### src/rtl/cpu_pkg.sv
// Shared definitions for the RV32 core pipeline.
// Holds the decoded control bundle type, the major opcode constants,
// the ALU operation class encodings and the all-zero control bundle
// that a pipeline bubble uses.
package cpu_pkg;

    // Decoded control bits that travel down the pipeline together.
    typedef struct packed {
        logic [1:0] alu_op;
        logic       alu_src;
        logic       wb_dst;
        logic       mem_read;
        logic       mem_write;
        logic       mem_to_reg;
        logic       reg_write;
    } ctrl_t;

    localparam logic [6:0] OP_RTYPE  = 7'b0110011;
    localparam logic [6:0] OP_ITYPE  = 7'b0010011;
    localparam logic [6:0] OP_LOAD   = 7'b0000011;
    localparam logic [6:0] OP_STORE  = 7'b0100011;
    localparam logic [6:0] OP_BRANCH = 7'b1100011;

    localparam logic [1:0] ALUOP_MEM = 2'b00;
    localparam logic [1:0] ALUOP_IMM = 2'b01;
    localparam logic [1:0] ALUOP_R   = 2'b10;

    // Bubble control: nothing writes memory or the register file.
    localparam ctrl_t CTRL_NOP = ctrl_t'(8'h00);

endpackage

### src/rtl/hazard_detect.sv
// Load-use hazard compare.
// A load sitting in EX whose destination is read by the instruction in ID
// must be separated from it by one cycle. rs2 is always compared, even for
// formats without an rs2 operand, which may cost an unnecessary stall but
// never misses a real dependency. x0 is never a dependency.
// Ports:
//   ex_mem_read_i  - load currently in EX
//   ex_rd_addr_i   - destination of the instruction in EX
//   rs1_addr_i     - ID-stage source register 1
//   rs2_addr_i     - ID-stage source register 2
//   hazard_o       - stall required this cycle
module hazard_detect (
    input  logic       ex_mem_read_i,
    input  logic [4:0] ex_rd_addr_i,
    input  logic [4:0] rs1_addr_i,
    input  logic [4:0] rs2_addr_i,
    output logic       hazard_o
);

    logic rd_nonzero_s;
    logic src_match_s;

    // Destination/source comparison for the load-use condition.
    always_comb begin
        rd_nonzero_s = (ex_rd_addr_i != 5'd0);
        src_match_s  = (ex_rd_addr_i == rs1_addr_i) | (ex_rd_addr_i == rs2_addr_i);
        hazard_o     = ex_mem_read_i & rd_nonzero_s & src_match_s;
    end

endmodule

### src/rtl/id_ex_stage.sv
// ID/EX pipeline register of the 5-stage RV32 core.
// Latches decoded control, operand data, immediate, funct and register
// indices for EX. On a load-use hazard it freezes PC and IF/ID and loads a
// bubble into ID/EX, counting stall cycles in a saturating counter.
// hold_i freezes every register here while hazard outputs stay live.
// Ports:
//   clk_i, rst_i (async, active-high), hold_i (global freeze)
//   ctrl_*_i, rs*_data_i, imm_i, funct_i, rs*_addr_i, rd_addr_i - ID inputs
//   ex_*_o         - registered ID/EX contents
//   pc_write_o     - 0 holds the PC
//   if_id_write_o  - 0 holds IF/ID
//   stall_o        - load-use stall active this cycle
//   stall_cnt_o    - saturating stall-cycle count
module id_ex_stage
    import cpu_pkg::*;
#(
    parameter int XLEN  = 32,
    parameter int CNT_W = 32
) (
    input  logic             clk_i,
    input  logic             rst_i,
    input  logic             hold_i,
    input  logic [1:0]       ctrl_alu_op_i,
    input  logic             ctrl_alu_src_i,
    input  logic             ctrl_wb_dst_i,
    input  logic             ctrl_mem_read_i,
    input  logic             ctrl_mem_write_i,
    input  logic             ctrl_mem_to_reg_i,
    input  logic             ctrl_reg_write_i,
    input  logic [XLEN-1:0]  rs1_data_i,
    input  logic [XLEN-1:0]  rs2_data_i,
    input  logic [XLEN-1:0]  imm_i,
    input  logic [9:0]       funct_i,
    input  logic [4:0]       rs1_addr_i,
    input  logic [4:0]       rs2_addr_i,
    input  logic [4:0]       rd_addr_i,
    output logic [1:0]       ex_alu_op_o,
    output logic             ex_alu_src_o,
    output logic             ex_wb_dst_o,
    output logic             ex_mem_read_o,
    output logic             ex_mem_write_o,
    output logic             ex_mem_to_reg_o,
    output logic             ex_reg_write_o,
    output logic [XLEN-1:0]  ex_rs1_data_o,
    output logic [XLEN-1:0]  ex_rs2_data_o,
    output logic [XLEN-1:0]  ex_imm_o,
    output logic [9:0]       ex_funct_o,
    output logic [4:0]       ex_rs1_addr_o,
    output logic [4:0]       ex_rs2_addr_o,
    output logic [4:0]       ex_rd_addr_o,
    output logic             pc_write_o,
    output logic             if_id_write_o,
    output logic             stall_o,
    output logic [CNT_W-1:0] stall_cnt_o
);

    localparam logic [CNT_W-1:0] CNT_MAX = {CNT_W{1'b1}};
    localparam logic [CNT_W-1:0] CNT_ONE = {{(CNT_W-1){1'b0}}, 1'b1};

    ctrl_t             ctrl_id_s;
    ctrl_t             ctrl_d,      ctrl_q;
    logic [XLEN-1:0]   rs1_data_d,  rs1_data_q;
    logic [XLEN-1:0]   rs2_data_d,  rs2_data_q;
    logic [XLEN-1:0]   imm_d,       imm_q;
    logic [9:0]        funct_d,     funct_q;
    logic [4:0]        rs1_addr_d,  rs1_addr_q;
    logic [4:0]        rs2_addr_d,  rs2_addr_q;
    logic [4:0]        rd_addr_d,   rd_addr_q;
    logic [CNT_W-1:0]  stall_cnt_d, stall_cnt_q;
    logic              hazard_s;

    hazard_detect u_hazard_detect (
        .ex_mem_read_i (ctrl_q.mem_read),
        .ex_rd_addr_i  (rd_addr_q),
        .rs1_addr_i    (rs1_addr_i),
        .rs2_addr_i    (rs2_addr_i),
        .hazard_o      (hazard_s)
    );

    // Pack the individual decode control inputs into one bundle.
    always_comb begin
        ctrl_id_s.alu_op     = ctrl_alu_op_i;
        ctrl_id_s.alu_src    = ctrl_alu_src_i;
        ctrl_id_s.wb_dst     = ctrl_wb_dst_i;
        ctrl_id_s.mem_read   = ctrl_mem_read_i;
        ctrl_id_s.mem_write  = ctrl_mem_write_i;
        ctrl_id_s.mem_to_reg = ctrl_mem_to_reg_i;
        ctrl_id_s.reg_write  = ctrl_reg_write_i;
    end

    // Next-state select: hold > bubble > load.
    always_comb begin
        ctrl_d      = ctrl_q;
        rs1_data_d  = rs1_data_q;
        rs2_data_d  = rs2_data_q;
        imm_d       = imm_q;
        funct_d     = funct_q;
        rs1_addr_d  = rs1_addr_q;
        rs2_addr_d  = rs2_addr_q;
        rd_addr_d   = rd_addr_q;
        stall_cnt_d = stall_cnt_q;
        if (hold_i) begin
            // Global freeze: every register keeps its value.
            ctrl_d = ctrl_q;
        end else if (hazard_s) begin
            // Bubble: clearing mem_read guarantees the stall ends next cycle.
            ctrl_d     = CTRL_NOP;
            rs1_data_d = {XLEN{1'b0}};
            rs2_data_d = {XLEN{1'b0}};
            imm_d      = {XLEN{1'b0}};
            funct_d    = 10'd0;
            rs1_addr_d = 5'd0;
            rs2_addr_d = 5'd0;
            rd_addr_d  = 5'd0;
            if (stall_cnt_q != CNT_MAX) begin
                stall_cnt_d = stall_cnt_q + CNT_ONE;
            end else begin
                stall_cnt_d = stall_cnt_q;
            end
        end else begin
            ctrl_d     = ctrl_id_s;
            rs1_data_d = rs1_data_i;
            rs2_data_d = rs2_data_i;
            imm_d      = imm_i;
            funct_d    = funct_i;
            rs1_addr_d = rs1_addr_i;
            rs2_addr_d = rs2_addr_i;
            rd_addr_d  = rd_addr_i;
        end
    end

    // ID/EX pipeline register and stall counter.
    always_ff @(posedge clk_i or posedge rst_i) begin
        if (rst_i) begin
            ctrl_q      <= CTRL_NOP;
            rs1_data_q  <= {XLEN{1'b0}};
            rs2_data_q  <= {XLEN{1'b0}};
            imm_q       <= {XLEN{1'b0}};
            funct_q     <= 10'd0;
            rs1_addr_q  <= 5'd0;
            rs2_addr_q  <= 5'd0;
            rd_addr_q   <= 5'd0;
            stall_cnt_q <= {CNT_W{1'b0}};
        end else begin
            ctrl_q      <= ctrl_d;
            rs1_data_q  <= rs1_data_d;
            rs2_data_q  <= rs2_data_d;
            imm_q       <= imm_d;
            funct_q     <= funct_d;
            rs1_addr_q  <= rs1_addr_d;
            rs2_addr_q  <= rs2_addr_d;
            rd_addr_q   <= rd_addr_d;
            stall_cnt_q <= stall_cnt_d;
        end
    end

    // Output mapping of the ID/EX contents and the hazard controls.
    always_comb begin
        ex_alu_op_o     = ctrl_q.alu_op;
        ex_alu_src_o    = ctrl_q.alu_src;
        ex_wb_dst_o     = ctrl_q.wb_dst;
        ex_mem_read_o   = ctrl_q.mem_read;
        ex_mem_write_o  = ctrl_q.mem_write;
        ex_mem_to_reg_o = ctrl_q.mem_to_reg;
        ex_reg_write_o  = ctrl_q.reg_write;
        ex_rs1_data_o   = rs1_data_q;
        ex_rs2_data_o   = rs2_data_q;
        ex_imm_o        = imm_q;
        ex_funct_o      = funct_q;
        ex_rs1_addr_o   = rs1_addr_q;
        ex_rs2_addr_o   = rs2_addr_q;
        ex_rd_addr_o    = rd_addr_q;
        stall_o         = hazard_s;
        pc_write_o      = ~hazard_s & ~hold_i;
        if_id_write_o   = ~hazard_s & ~hold_i;
        stall_cnt_o     = stall_cnt_q;
    end

endmodule

### config.mk
export PLATFORM = sky130hd
export DESIGN_NAME = id_ex_stage
export DESIGN_NICKNAME = d
export VERILOG_FILES = /design/src/rtl/cpu_pkg.sv /design/src/rtl/hazard_detect.sv /design/src/rtl/id_ex_stage.sv
export SDC_FILE = /design/constraint.sdc
export NUM_CORES = 1
export LEC_CHECK = 0
export ABC_AREA = 1
export BUFFER_PORTS_ARGS = -buffer_cell sky130_fd_sc_hd__buf_2
export CORE_MARGIN = 1
export CORE_UTILIZATION = 53
export CTS_CLUSTER_DIAMETER = 200
export DETAILED_ROUTE_END_ITERATION = 10
export PLACE_DENSITY_LB_ADDON = 0.12
export SLEW_MARGIN = 15
export SYNTH_ARGS = -nofsm -noshare
export SYNTH_HDL_FRONTEND = slang
export SYNTH_SLANG_ARGS = --single-unit
### constraint.sdc
create_clock -name clk_i -period 10.65 [get_ports clk_i]
set_input_delay 0.5325 -clock clk_i [delete_from_list [all_inputs] [get_ports clk_i]]
set_output_delay 0.5325 -clock clk_i [all_outputs]
set_load 0.02 [all_outputs]
[Yosys cells after proc, flatten, opt, wreduce, memory -nomap -nowiden]
Cells that the tools add are included.
Word-level totals
  output and inout port bits: 164
  bits of input ports: 132
  flip-flop bits (word level): 161
  word-level logic and storage cells: 35
Cells by class
  reduce and logical (&&, ||, !) cells: 2
  mux-type cells: 8
  $add $sub $neg: 1
  bitwise operators: 6
  equal/unequal tests: 3
Operator list (count)
  32-bit 2-to-1 mux: 3
  32-bit by 1-bit adder with 32-bit output, second input constant: 1
  32-bit != test, second input constant: 1
  5-bit 2-to-1 mux: 3
  5-bit equality test: 2
  10-bit 2-to-1 mux: 1
  8-bit 2-to-1 mux: 1
  5-bit nonzero test: 1
  1-bit bitwise AND: 3
  3-bit AND reduction: 1
  1-bit NOT: 2
  1-bit OR: 1

[Longest topological paths before layout]
Gate-level depths: netlist (run 1).
  depth after elaboration: 5
  depth in mapped cells: 11
  mapped depth without buffers: 10

[Cells and area by module]
From an unflattened synthesis (run 1), not the netlist that was laid out.
Unflattened totals
  cell total of the unflattened synthesis: 644
  area, all modules: 6755.2 um^2
By module, submodules not included
  id_ex_stage: sequential area each 4028.9 um^2, area each 6560.0 um^2, instances 1, cells each 599
  hazard_detect: sequential area each 0.0 um^2, area each 195.2 um^2, instances 1, cells each 45

[Worst setup path after synthesis (run 1)]
Ideal clock, no wire load.
  path kind: reg2out
  from: register rd_addr_q[1] (netlist: ex_rd_addr_o[1])
  to: output pc_write_o
  data required time: 10118 ps
  buffers on the path: 2
  cell stages (with the launch flop): 10
  path slack: 8421 ps
  data arrival time: 1697 ps
  path through: dfrtp_1 > inv_1 > nand2_1 > nand2_1 > nor2_1 > nand3_1 > a21oi_2 > buf_2 > nor2_1 > buf_4
Between the ends
  word-level cells in the longest chain between the ends: 5
  elaborated cells on any way between the ends: 8
  those cells by class: 2 x eq/ne; 5 x bitwise; 1 x reduce/logical
RTL lines
  from (decl): line id_ex_stage.sv:68  | logic [4:0] rd_addr_d, rd_addr_q;
  from (signal assigned): line id_ex_stage.sv:152  | rd_addr_q <= rd_addr_d;
  5-bit equality test / 5-bit nonzero test (equally long branches): line hazard_detect.sv:26, hazard_detect.sv:25
  1-bit OR / 1-bit bitwise AND (equally long branches): line hazard_detect.sv:26, hazard_detect.sv:27
  1-bit bitwise AND *: line hazard_detect.sv:27  | hazard_o = ex_mem_read_i & rd_nonzero_s & src_match_s;
  net stall_o: line id_ex_stage.sv:53  | output logic stall_o,
  1-bit NOT *
  1-bit bitwise AND *
  to (decl): line id_ex_stage.sv:51  | output logic pc_write_o,
The timed path passes the listed nets; every way through them passes the cells marked *.

[Worst setup path after layout (run 1)]
  from: register rd_addr_q[2] (netlist: ex_rd_addr_o[2])
  to: register rs2_data_q[15] (netlist: ex_rs2_data_o[15])
Between the ends
  word-level cells in the longest chain between the ends: 4
  elaborated cells on any way between the ends: 7
  those cells by class: 2 x eq/ne; 1 x mux; 3 x bitwise; 1 x reduce/logical
RTL lines
  5-bit equality test / 5-bit nonzero test (equally long branches): line hazard_detect.sv:26, hazard_detect.sv:25
  1-bit OR / 1-bit bitwise AND (equally long branches): line hazard_detect.sv:26, hazard_detect.sv:27
  1-bit bitwise AND *: line hazard_detect.sv:27
  32-bit 2-to-1 mux *: line id_ex_stage.sv:105  | end else if (hazard_s) begin
  to (signal assigned): line id_ex_stage.sv:137  | rs2_data_q <= {XLEN{1'b0}};
  to (signal assigned): line id_ex_stage.sv:147  | rs2_data_q <= rs2_data_d;
  to (decl): line id_ex_stage.sv:63  | logic [XLEN-1:0] rs2_data_d, rs2_data_q;
Every way passes the cells marked *; elsewhere a longest branch is shown, timed or not.
A chain may end at the register's enable or synchronous reset.

==> results_tabular.tex, run 1 <==
\begin{tabular}{lr}
\hline
Metric & Value \\
\hline
\multicolumn{2}{l}{\textbf{Run status}} \\
Outcome & finished, final reports clean \\
\multicolumn{2}{l}{\textbf{Setup path}} \\
Critical path launch point type & flop \\
Critical path capture point type & flop \\
Start point of the critical path & ex\_rd\_addr\_o[2] \\
Arrival time reported for the critical path endpoint & 3.13 ns \\
Launch instance of the worst register-to-register path & ex\_rd\_addr\_o[2] \\
Setup slack on the worst flop-to-flop path & 7.87 ns \\
CP Class & reg -> reg \\
Critical path peak fanout & 104 \\
CP required & 11.01 ns \\
\multicolumn{2}{l}{\textbf{Layout}} \\
Synthesis-to-finish area growth & 25.73\% \\
Total number of nets in the final design & 1367 \\
Cell Count, Final, Fillers Out & 1429 \\
Fraction of final layout cells sized beyond drive strength 1 & 28.79\% \\
Most used cells in the layout excluding fill and tap cells & nand2\_1 (397), buf\_2 (294), nand3\_1 (170) \\
Post-route design area & 9741 sq um \\
Leading cell type in the layout, fill and taps excluded & nand2\_1 \\
\multicolumn{2}{l}{\textbf{Synthesis}} \\
Sequential-to-total area share from yosys stat & 52.00\% \\
Synth cell types & 25 \\
Net count of the mapped netlist & 1103 \\
\#FFs+latches synth & about 160 \\
Yosys warning total & 0 \\
Average instance area after synthesis & 7.987 sq um \\
Synth Instances & 970 \\
Syn Std Cell Area & between 7000 and 8000 sq um \\
\multicolumn{2}{l}{\textbf{Die}} \\
Chip Width & 122.9 um \\
Die extent in y & 122.9 um \\
Number of ports placed on the die boundary & between 200 and 300 \\
Placement row count & between 40 and 50 \\
Standard cell core area & 14100 sq um \\
DIE AREA & 15110 sq um \\
Starting Density & 54.96\% \\
\multicolumn{2}{l}{\textbf{Detailed routing}} \\
Count of TritonRoute iterations in the first routing pass & 5 \\
Routed length on met2 & 10.44 mm \\
Amount of wire on met3 after detailed routing & 1.478 mm \\
DR top layer & met4 \\
Number of DRC violations after detailed routing & 0 \\
WL met1 & roughly 9.1 mm \\
Drt via density & roughly 5.2 \\
Routed WL & 21.55 mm \\
Average routed wire per standard cell & $\sim$15 um \\
Number of design-rule violations left by the first detailed-router iteration & 487 \\
Vias & 7379 \\
Remaining antenna violation count after routing & 0 \\
\multicolumn{2}{l}{\textbf{Placed design}} \\
DP Area & 9168 sq um \\
Post-Place Cells & 1395 \\
Count of port buffers added during placement & around 300 \\
Weighted congestion at the end of routability-driven global placement & roughly 0.88 \\
Final HPWL DP & approximately 14 mm \\
\multicolumn{2}{l}{\textbf{STA}} \\
Setup Viol. Count Final & 0 \\
Clock period minus worst slack & approximately 2.8 ns \\
Slew at the pin closest to its max-slew limit & 1.141 ns \\
Peak clock frequency supported by timing & $\sim$0.36 GHz \\
Rel. slew slack & a little under a quarter \\
Fraction of the cycle the final worst path needs & 26.08\% \\
Final Hold Fails & 0 \\
Final hold slack & 0.2360 ns \\
Fin Clk Skew & 0.01214 ns \\
Total negative slack & 0 ns \\
Setup repair after global routing missed its margin & false \\
Final Max Tran Viols & 0 \\
\multicolumn{2}{l}{\textbf{Pwr}} \\
Reported leakage power & between 5 and 6 nW \\
Overall power consumption & between 0.0015 and 0.002 W \\
Power density cells & 156.9 nW/um\^{}2 \\
Worst-case vdd ir drop & 0.1207 mV \\
\multicolumn{2}{l}{\textbf{Clocking}} \\
Clock transition at the registers of the reported paths & 0.06 ns \\
Clock root buffer & clkbuf\_16 \\
CTS H-Tree Depth & 4 \\
TritonCTS clock tree & yes \\
Clock latency reported for the late side of the worst-skew pair & $\sim$0.42 ns \\
Number of clock sinks seen by CTS & around 160 \\
Post-cts gate resize count & 0 \\
Total CTS buffers & 17 \\
Post-CTS Hold Buffers & 0 \\
Post-CTS setup buffer count & 0 \\
Clock tree buffer depth & 2 \\
\multicolumn{2}{l}{\textbf{GRT}} \\
Initial antenna violation count & 2 \\
Via count of the first global-routing pass & 6703 \\
Total global-route track usage & 29.27\% \\
Pin count of the biggest net entering global routing & 105 \\
Wire length of the first global-routing pass & 33.78 mm \\
GR Overflow Total & 0 \\
\multicolumn{2}{l}{\textbf{Worst hold path}} \\
Worst hold path type & in -> async \\
\multicolumn{2}{l}{\textbf{Job}} \\
\# Max-Cap Violations & 0 \\
\hline
\end{tabular}
-- path summary, 6_finish.rpt --
| path | end | cells past startpoint |
|---|---|---|
| worst max-delay path | ex_rs2_data_o[15] | 8 |
| worst min register to register | ex_rs2_data_o[11] | 2 |
| worst max register to register | ex_rs2_data_o[15] | 8 |
| max in group asynchronous | ex_rs2_data_o[6] | 3 |
| worst min-delay path | ex_imm_o[0] | 2 |
| min in group clk_i | ex_rs2_data_o[29] | 3 |
-- state kept, by name, indices dropped and copies added (netlist names), 2 cells and up --
register / count
ex_imm_o: 32
ex_rs1_data_o: 32
ex_rs2_data_o: 32
stall_cnt_o: 32
ex_funct_o: 10
ex_rd_addr_o: 5
ex_rs1_addr_o: 5
ex_rs2_addr_o: 5
ex_alu_op_o: 2
-- cell usage after synthesis, drive strengths merged --
library cell	n	area [sq um]
nor3	1	5.000
nand3	181	960.9
and2	1	6.260
a21oi	1	8.760
nand2	401	1520
inv	60	225.2
buf	37	266.5
xnor2	2	17.52
dfrtp	161	4029
ha	1	12.51
nand4	2	12.51
o21bai	32	240.2
nor2	51	214.0
clkbuf	18	67.56
o21ai	6	30.03
xor2	15	131.4
-- worst max-delay path: stages, from the launching register on --
cell and delay [ns]:
dfrtp_1 0.43, nor3_1 0.21, nand3_1 0.11, nand2_1 0.11, inv_1 0.07, nand2_4 0.44, buf_4 0.95, nand3_1 0.18
nand2_1 0.12
-- power breakdown --
| group | leakage [nW] | internal (W) | switching [W] | total (W) |
|---|---|---|---|---|
| logic | 3.72 | 0.0000827 | 0.000168 | 0.000251 |
| registers | 1.86 | 0.000661 | 0.0000293 | 0.000691 |
| clock network | 0.283 | 0.000346 | 0.000241 | 0.000587 |
| total | 5.86 | 0.00109 | 0.000439 | 0.00153 |
-- stage by stage --
| step | setup WS, ns | util, % |
|---|---|---|
| after floorplan | 5.769 | - |
| after global placement | 7.706 | 65.04 |
| after detailed placement | 7.712 | 65.04 |
| after CTS | 7.890 | 69.07 |
| after global routing | 7.617 | 69.10 |
| final | 7.872 | 69.10 |
-- cell type report --
class | instances | area (sq um)
fill | 1245 | 4355
sequential | 161 | 4029
multi-input combinational | 694 | 3164
timing repair buffer | 300 | 1516
clock buffer | 23 | 488.0
inverter | 60 | 232.7
tap | 180 | 225.2
clock inverter | 9 | 80.08
antenna | 2 | 5.005
-- layer usage --
metal  global-route usage, %  up-vias
met3                   8.349       45
met1                   37.58     3474
met4                   12.04        0
met2                   46.56      275
li1                        -     3585
met5                       0        -
-- kinds of logic (layout without fill, tap and decap cells) --
family | after synthesis | count (layout) | share of synthesized area, %
and+or+nand+nor | 637 | 637 | 35.09
other | 0 | 2 | 0
adders and majority gates | 1 | 1 | 0.1615
DFF | 161 | 161 | 52.00
buffers and inverters | 115 | 392 | 7.219
AOI/OAI and AO/OA | 39 | 39 | 3.601
xor gates and xnor gates | 17 | 17 | 1.922
Note: power is estimated with default switching activity, not from simulation.
==> inputs of run 2 (changes only) <==
--- a/config.mk
+++ b/config.mk
@@ -5,10 +5,10 @@
 export SDC_FILE = /design/constraint.sdc
 export NUM_CORES = 1
 export LEC_CHECK = 0
-export ABC_AREA = 1
+export ABC_AREA = 0
 export BUFFER_PORTS_ARGS = -buffer_cell sky130_fd_sc_hd__buf_2
 export CORE_MARGIN = 1
-export CORE_UTILIZATION = 53
+export CORE_UTILIZATION = 43
 export CTS_CLUSTER_DIAMETER = 200
 export DETAILED_ROUTE_END_ITERATION = 10
 export PLACE_DENSITY_LB_ADDON = 0.12
==> constraint.sdc (replaced) <==
create_clock -name clk_i -period 2.29 [get_ports clk_i]
set_input_delay 0.1145 -clock clk_i [delete_from_list [all_inputs] [get_ports clk_i]]
set_output_delay 0.1145 -clock clk_i [all_outputs]
set_load 0.02 [all_outputs]
==> run 2 against run 1 <==
Cell area is 8.2% higher. Setup slack worse by 7.8 ns. Clock power increased to 4.8 times the previous value. Die area increased by 8.6%. Cell count fell by 3.2%. Largest power group unchanged. Global-route usage fell by 4.2 points. Sequential share of layout area fell by 3.1 points. Critical path depth decreased by 2. Non-clock buffer count up 154. Wire length down 4.6%. Sequential power grew to 4.7 times the previous value.
==> results_tabular.tex, run 2 <==
\begin{tabular}{lr}
\hline
Metric & Value \\
\hline
\multicolumn{2}{l}{\textbf{STA}} \\
Setup repair after global routing missed its margin & false \\
Final Max Tran Viols & 0 \\
Rel. slew slack & 42.06\% \\
Fraction of the cycle the final worst path needs & 94.90\% \\
Clock period minus worst slack & 2.173 ns \\
Setup Viol. Count Final & 0 \\
Peak clock frequency supported by timing & 0.4601 GHz \\
Fin Clk Skew & about 0.0096 ns \\
Final hold slack & about 0.055 ns \\
Worst Setup Slack, final & 0.1168 ns \\
Final Hold Fails & 0 \\
Slew at the pin closest to its max-slew limit & 0.8691 ns \\
\multicolumn{2}{l}{\textbf{Clocking}} \\
Total CTS buffers & 17 \\
Clock latency reported for the late side of the worst-skew pair & 0.42 ns \\
Number of clock sinks seen by CTS & 161 \\
Clock transition at the registers of the reported paths & 0.06 ns \\
TritonCTS clock tree & yes \\
Clock tree buffer depth & 2 \\
Clock root buffer & clkbuf\_16 \\
CTS H-Tree Depth & 4 \\
\multicolumn{2}{l}{\textbf{Layout}} \\
Footprint of the flip-flops and latches & 4029 sq um \\
Post-route design area & roughly 11000 sq um \\
Leading cell type in the layout, fill and taps excluded & buf\_2 \\
Most used cells in the layout excluding fill and tap cells & buf\_2 (294), nand2\_1 (275), dfrtp\_1 (161) \\
Synthesis-to-finish area growth & 54.21\% \\
Total number of nets in the final design & $\sim$1300 \\
Filler cells & 1236 \\
Fraction of final layout cells sized beyond drive strength 1 & a little under a third \\
Antenna cells & 0 \\
Combined area of the multi-input logic cells & 2580 sq um \\
\multicolumn{2}{l}{\textbf{GRT}} \\
Wire length of the first global-routing pass & approximately 32 mm \\
Total global-route track usage & 25.12\% \\
Via count of the first global-routing pass & around 6300 \\
GR Overflow Total & 0 \\
Pin count of the biggest net entering global routing & 101 \\
Initial antenna violation count & 0 \\
\multicolumn{2}{l}{\textbf{Die}} \\
DIE AREA & 16400 sq um \\
Die extent in y & 128.1 um \\
Standard cell core area & 15370 sq um \\
Placement row count & 45 \\
Starting Density & 44.46\% \\
Number of ports placed on the die boundary & 296 \\
Chip Width & approximately 130 um \\
\multicolumn{2}{l}{\textbf{Setup path}} \\
Launch instance of the worst register-to-register path & ex\_rd\_addr\_o[0] \\
Critical path launch point type & flop \\
Critical path capture point type & primary output \\
Buf+Inv Stages, Crit Path & 2 \\
Max stage delay on crit path & 0.56 ns \\
Critical path peak fanout & 5 \\
Cells traversed along the worst timing path & or4\_1 -> o21ai\_2 -> nand2b\_4 -> inv\_1 -> nor2\_4 -> buf\_2 \\
Start point of the critical path & ex\_rd\_addr\_o[0] \\
Category of cells accounting for the largest share of critical-path delay & simple AND/OR/NAND/NOR gates \\
CP Class & reg -> out \\
Arrival time reported for the critical path endpoint & 2.06 ns \\
CP required & 2.18 ns \\
Critical path's slowest cell & or4\_1 \\
\multicolumn{2}{l}{\textbf{Placed design}} \\
DP Area & 8628 sq um \\
Final HPWL DP & 13.27 mm \\
Weighted congestion at the end of routability-driven global placement & 0.7989 \\
Pre-CTS setup slack & 0.1501 ns \\
Count of port buffers added during placement & 295 \\
\multicolumn{2}{l}{\textbf{Synthesis}} \\
Net count of the mapped netlist & 870 \\
Sequential-to-total area share from yosys stat & 58.95\% \\
Yosys warning total & 0 \\
Share of async-settable or async-resettable flops after synthesis & 100.0\% \\
\#FFs+latches synth & 161 \\
Yosys top cell by area & dfrtp\_1 \\
Synth cell types & 33 \\
Synth area leaders & dfrtp\_1 (59\%), nand2\_1 (15\%), o21ai\_0 (9.5\%) \\
Syn Std Cell Area & 6834 sq um \\
Most numerous cell in the Yosys netlist & nand2\_1 \\
Most used standard cells in the synthesized netlist & nand2\_1 (275), dfrtp\_1 (161), o21ai\_0 (130), clkbuf\_1 (30), xnor2\_1 (30) \\
Average instance area after synthesis & between 9 and 10 sq um \\
Number of enable-type register cells in the synthesized netlist & 0 \\
Most frequently used flop master after synthesis & dfrtp\_1 \\
Share of the synthesized area in the top cell type & 58.95\% \\
Synth Instances & about 740 \\
\multicolumn{2}{l}{\textbf{Job}} \\
\# Max-Cap Violations & 0 \\
\multicolumn{2}{l}{\textbf{Pwr}} \\
Power density cells & 709.0 nW/um\^{}2 \\
Worst-case vdd ir drop & 0.4849 mV \\
Reported leakage power & 5.511 nW \\
\multicolumn{2}{l}{\textbf{Worst hold path}} \\
Startpoint of the most critical hold path & hold\_i \\
Worst hold path type & in -> reg \\
\multicolumn{2}{l}{\textbf{Detailed routing}} \\
Average routed wire per standard cell & 14.87 um \\
Vias & 6696 \\
Routed WL & 20.56 mm \\
Number of design-rule violations left by the first detailed-router iteration & 475 \\
Remaining antenna violation count after routing & 0 \\
Count of TritonRoute iterations in the first routing pass & 5 \\
Number of DRC violations after detailed routing & 0 \\
Drt via density & 4.842 \\
\multicolumn{2}{l}{\textbf{Run status}} \\
Outcome & finished, final reports clean \\
\hline
\end{tabular}
==> run 2: changes by cell type after synthesis, moves of 12 or more <==
| cell | before | now |
|---|---|---|
| o21ai_0 | 6 | 130 |
| nor2_1 | 46 | 8 |
| xnor2_1 | 2 | 30 |
| nand3_1 | 170 | 17 |
| o21bai_1 | 32 | 0 |
| clkbuf_1 | 18 | 30 |
| nand2_1 | 397 | 275 |
| inv_1 | 53 | 2 |
==> run 2: path summary, 6_finish.rpt <==
path / to / slack, ns / cells after the start
min in group asynchronous: ex_rs1_data_o[7] / 0.42 / 4
worst min register to register: ex_rs1_data_o[19] / 0.47 / 2
worst max register to register: ex_rs2_data_o[9] / 0.13 / 7
worst min-delay path: ex_funct_o[5] / 0.06 / 3
max in group asynchronous: ex_rs1_addr_o[4] / 1.45 / 4
worst max-delay path: pc_write_o / 0.12 / 6
==> run 2: cell families after synthesis <==
group | count (synthesis) | share of synthesized area, %
DFF | 161 | 58.95
AOI/OAI and AO/OA | 134 | 9.978
and+or+nand+nor | 347 | 21.82
xor gates and xnor gates | 39 | 4.998
buffers and inverters | 52 | 3.570
adders and majority gates | 1 | 0.1831
muxes | 3 | 0.4943
==> run 2: worst min-delay path, cell delays in order <==
cell and delay (ns):
buf_6 0.18, nand2_1 0.08, o21ai_0 0.06
==> run 2: report_power, final <==
part	total [W]	leakage (nW)	switching, W	internal [W]
registers	0.00325	2.02	0.000158	0.00309
clock network	0.00282	0.286	0.00110	0.00172
logic	0.00141	3.21	0.000827	0.000580
total	0.00747	5.51	0.00208	0.00539
==> run 2: through the flow <==
stage / std cells / setup TNS, ns / total power [W] / util [%]
detailed placement: 1220 / 0 / 0.004516 / 56.13
global route: 1383 / 0 / 0.007829 / 68.56
CTS: 1383 / 0 / 0.007527 / 68.54
global placement: 1220 / 0 / 0.004500 / 56.13
floorplan: 737 / -0.05087 / 0.003980 / -
finish: 1383 / 0 / 0.007473 / 68.56
==> run 2: area by class of cell <==
class | instances | area share (%)
Multi-Input combinational cell | 524 | 24.48
Sequential cell | 161 | 38.23
Clock buffer | 23 | 4.630
Inverter | 2 | 0.1068
Timing Repair Buffer | 454 | 29.08
Clock inverter | 8 | 0.9735
Tap cell | 211 | 2.505
==> run 2: repair_timing <==
item	4_1_cts	5_1_grt
resized for setup	0	1
setup endpoints to repair	2	7
hold buffers	130	0
setup buffers	2	0
hold endpoints to repair	290	0
==> run 2: layer usage <==
metal	vias to the layer above	track usage [%]	wire [um]
li1	3280	-	-
met1	3119	31.36	8752
met2	263	41.69	10010
met3	34	6.678	1365
met4	0	9.758	437
met5	-	0	0
==> inputs of run 3 (changes only) <==
==> constraint.sdc (replaced) <==
create_clock -name clk_i -period 2.29 [get_ports clk_i]
set_input_delay 0.1145 -clock clk_i [delete_from_list [all_inputs] [get_ports clk_i]]
set_output_delay 0.1145 -clock clk_i [all_outputs]
set_load 0.1 [all_outputs]
==> run 3 against run 2 <==
The flow now finishes with violations (setup timing). Critical path depth did not move. Non-clock buffer count down 7. Sequential share of layout area down 0.29 points. Global-route usage up 0.066 points. Critical path type unchanged. Largest cell class unchanged.
==> results_tabular.tex, run 3 (synthesis results as in run 2) <==
\begin{tabular}{lr}
\hline
Metric & Value \\
\hline
\multicolumn{2}{l}{\textbf{Placed design}} \\
Pre-CTS setup slack & 0.1008 ns \\
Post-Place Cells & between 1000 and 1500 \\
Weighted congestion at the end of routability-driven global placement & approximately 0.8 \\
Count of port buffers added during placement & between 200 and 300 \\
Final HPWL DP & 12.84 mm \\
\multicolumn{2}{l}{\textbf{Setup path}} \\
Max stage delay on crit path & 0.54 ns \\
Buf+Inv Stages, Crit Path & 2 \\
Critical path launch point type & flop \\
CP Class & reg -> out \\
Critical path capture point type & primary output \\
Cells traversed along the worst timing path & or4\_4 -> o21ai\_2 -> nand2b\_4 -> clkinvlp\_4 -> nor2\_4 -> buf\_12 \\
Number of cell instances on the worst register-to-register path & 7 \\
Reg-to-reg endpoint & ex\_imm\_o[13] \\
Category of cells accounting for the largest share of critical-path delay & simple AND/OR/NAND/NOR gates \\
Launch instance of the worst register-to-register path & ex\_rd\_addr\_o[4] \\
Critical path peak fanout & 3 \\
Critical path's slowest cell & or4\_4 \\
Arrival time reported for the critical path endpoint & around 2.2 ns \\
CP required & 2.18 ns \\
Setup slack on the worst flop-to-flop path & $\sim$0.010 ns \\
\multicolumn{2}{l}{\textbf{Layout}} \\
Total number of nets in the final design & 1286 \\
Cell Count, Final, Fillers Out & 1377 \\
Leading cell type in the layout, fill and taps excluded & buf\_2 \\
Antenna cells & 0 \\
Most used cells in the layout excluding fill and tap cells & buf\_2 (292), nand2\_1 (271), dlygate4sd3\_1 (130) \\
Fraction of final layout cells sized beyond drive strength 1 & a little over a third \\
Final design utilization & 69.83\% \\
Synthesis-to-finish area growth & 57.07\% \\
\multicolumn{2}{l}{\textbf{Die}} \\
Placement row count & 45 \\
Starting Density & about 44\% \\
Standard cell core area & 15370 sq um \\
Die extent in y & 128.1 um \\
Number of ports placed on the die boundary & 296 \\
DIE AREA & 16400 sq um \\
Chip Width & 128.1 um \\
\multicolumn{2}{l}{\textbf{GRT}} \\
Wire length of the first global-routing pass & around 32 mm \\
GR Overflow Total & 0 \\
Initial antenna violation count & 0 \\
Pin count of the biggest net entering global routing & roughly 240 \\
Via count of the first global-routing pass & 6498 \\
Total global-route track usage & $\sim$25\% \\
\multicolumn{2}{l}{\textbf{STA}} \\
Setup Viol. Count Final & 2 \\
Clock period minus worst slack & 2.301 ns \\
Peak clock frequency supported by timing & 0.4346 GHz \\
Rel. slew slack & 43.37\% \\
Setup repair after global routing missed its margin & true \\
Worst Setup Slack, final & -0.01099 ns \\
Fin Clk Skew & 0.005391 ns \\
Final Max Tran Viols & 0 \\
Slew at the pin closest to its max-slew limit & 0.8495 ns \\
Final Hold Fails & 0 \\
Fraction of the cycle the final worst path needs & 100.5\% \\
\multicolumn{2}{l}{\textbf{Pwr}} \\
Sw Ratio & 39.49\% \\
Worst-case vdd ir drop & between 0.7 and 0.8 mV \\
Power density cells & 880.8 nW/um\^{}2 \\
Portion of total power attributed to the clock network & 33.7\% \\
Switching pwr & 0.003734 W \\
Reg power frac & approximately 35\% \\
Logic gate share of total power & 31.8\% \\
Overall power consumption & 0.009455 W \\
Reported leakage power & roughly 5.5 nW \\
Internal power contribution & 0.005721 W \\
\multicolumn{2}{l}{\textbf{Clocking}} \\
Total CTS buffers & 17 \\
Clock tree buffer depth & 2 \\
Clock root buffer & clkbuf\_16 \\
CTS H-Tree Depth & 4 \\
Number of clock sinks seen by CTS & 161 \\
Clock latency reported for the late side of the worst-skew pair & 0.42 ns \\
Clock transition at the registers of the reported paths & approximately 0.06 ns \\
TritonCTS clock tree & yes \\
\multicolumn{2}{l}{\textbf{Detailed routing}} \\
Number of DRC violations after detailed routing & 0 \\
Average routed wire per standard cell & 15.20 um \\
Remaining antenna violation count after routing & 0 \\
Count of TritonRoute iterations in the first routing pass & 4 \\
Vias & $\sim$6700 \\
Number of design-rule violations left by the first detailed-router iteration & 383 \\
Routed WL & 20.93 mm \\
Drt via density & between 4 and 5 \\
\multicolumn{2}{l}{\textbf{Worst hold path}} \\
Worst hold path type & in -> reg \\
Min-Delay Endpoint & ex\_rd\_addr\_o[1] \\
Startpoint of the most critical hold path & hold\_i \\
Instance count along the most critical hold path & 3 \\
\multicolumn{2}{l}{\textbf{Job}} \\
\# Max-Cap Violations & 0 \\
\multicolumn{2}{l}{\textbf{Run status}} \\
Outcome & complete, but fails checks \\
Failing checks & setup timing \\
\hline
\end{tabular}
[run 3: cell types whose count changed in the layout (fill, tap and decap cells not counted), sizes merged]
cell / change
inv: -2
buf: -8
clkinv: +2
clkinvlp: +1
bufinv: +3
clkbuf: -2
[run 3: power groups by stage]
stage	combinational (W)	sequential (W)	clock [W]
2_1_floorplan	0.000417	0.00512	0
4_1_cts	0.00298	0.00325	0.00325
6_report	0.00300	0.00326	0.00319
5_1_grt	0.00314	0.00329	0.00336
3_3_place_gp	0.00278	0.00330	0
3_5_place_dp	0.00279	0.00330	0
[run 3: routing by layer]
metal / up-vias / share of wire (%) / track usage (%)
li1: 3264 / - / -
met2: 248 / 49 / 42.26
met3: 60 / 7.3 / 7.679
met1: 3138 / 40 / 29.52
met4: 0 / 3.5 / 11.97
met5: - / 0 / 0
[run 3: final cells by class]
| class | count | area [sq um] |
|---|---|---|
| clock buffers | 20 | 466.7 |
| clock inverters | 12 | 205.2 |
| fillers | 1147 | 4637 |
| inverters | 2 | 15.01 |
| multi-input cells | 524 | 2631 |
| flip-flops and latches | 161 | 4073 |
| well taps | 211 | 264.0 |
| repair buffers | 447 | 3079 |
[run 3: how the worst max path moves through the flow]
stage                              endpoint            start  cells after the start  slack [ns]
final                         if_id_write_o  ex_rd_addr_o[4]                      6       -0.01
after detailed placement  ex_rs1_data_o[15]  ex_rd_addr_o[4]                      6        0.10
after floorplan                  pc_write_o  ex_rd_addr_o[4]                      8       -1.10
after global placement        ex_funct_o[8]  ex_rd_addr_o[4]                      6        0.18
after CTS                     if_id_write_o  ex_rd_addr_o[4]                      6       -0.01
after global routing           ex_imm_o[13]  ex_rd_addr_o[4]                      7       -0.12
[run 3: metrics by stage]
stage / hold slack, ns / setup TNS (ns) / instance area [sq um]
CTS: 0.01988 / -0.01929 / 10680
detailed placement: 0.2885 / 0 / 8672
global placement: 0.2862 / 0 / 8672
global route: 0.05149 / -0.4330 / 10730
floorplan: 0.2469 / -4.522 / 6949
finish: 0.03882 / -0.02191 / 10730
[run 3: repair_timing]
action	CTS	global route
resized for setup	1	4
cloned	0	1
setup endpoints to repair	3	51
pin swaps	2	2
endpoints found under the hold margin	154	0
hold buffers	130	0
buffers inserted	4	1
[run 3: worst register-to-register path, cell delays in order (launching register included)]
cell and delay [ns]:
dfrtp_2 0.42, or4_4 0.54, o21ai_2 0.15, nand2b_4 0.17, buf_4 0.27, clkbuf_16 0.29, nand2_1 0.08, o21ai_0 0.26
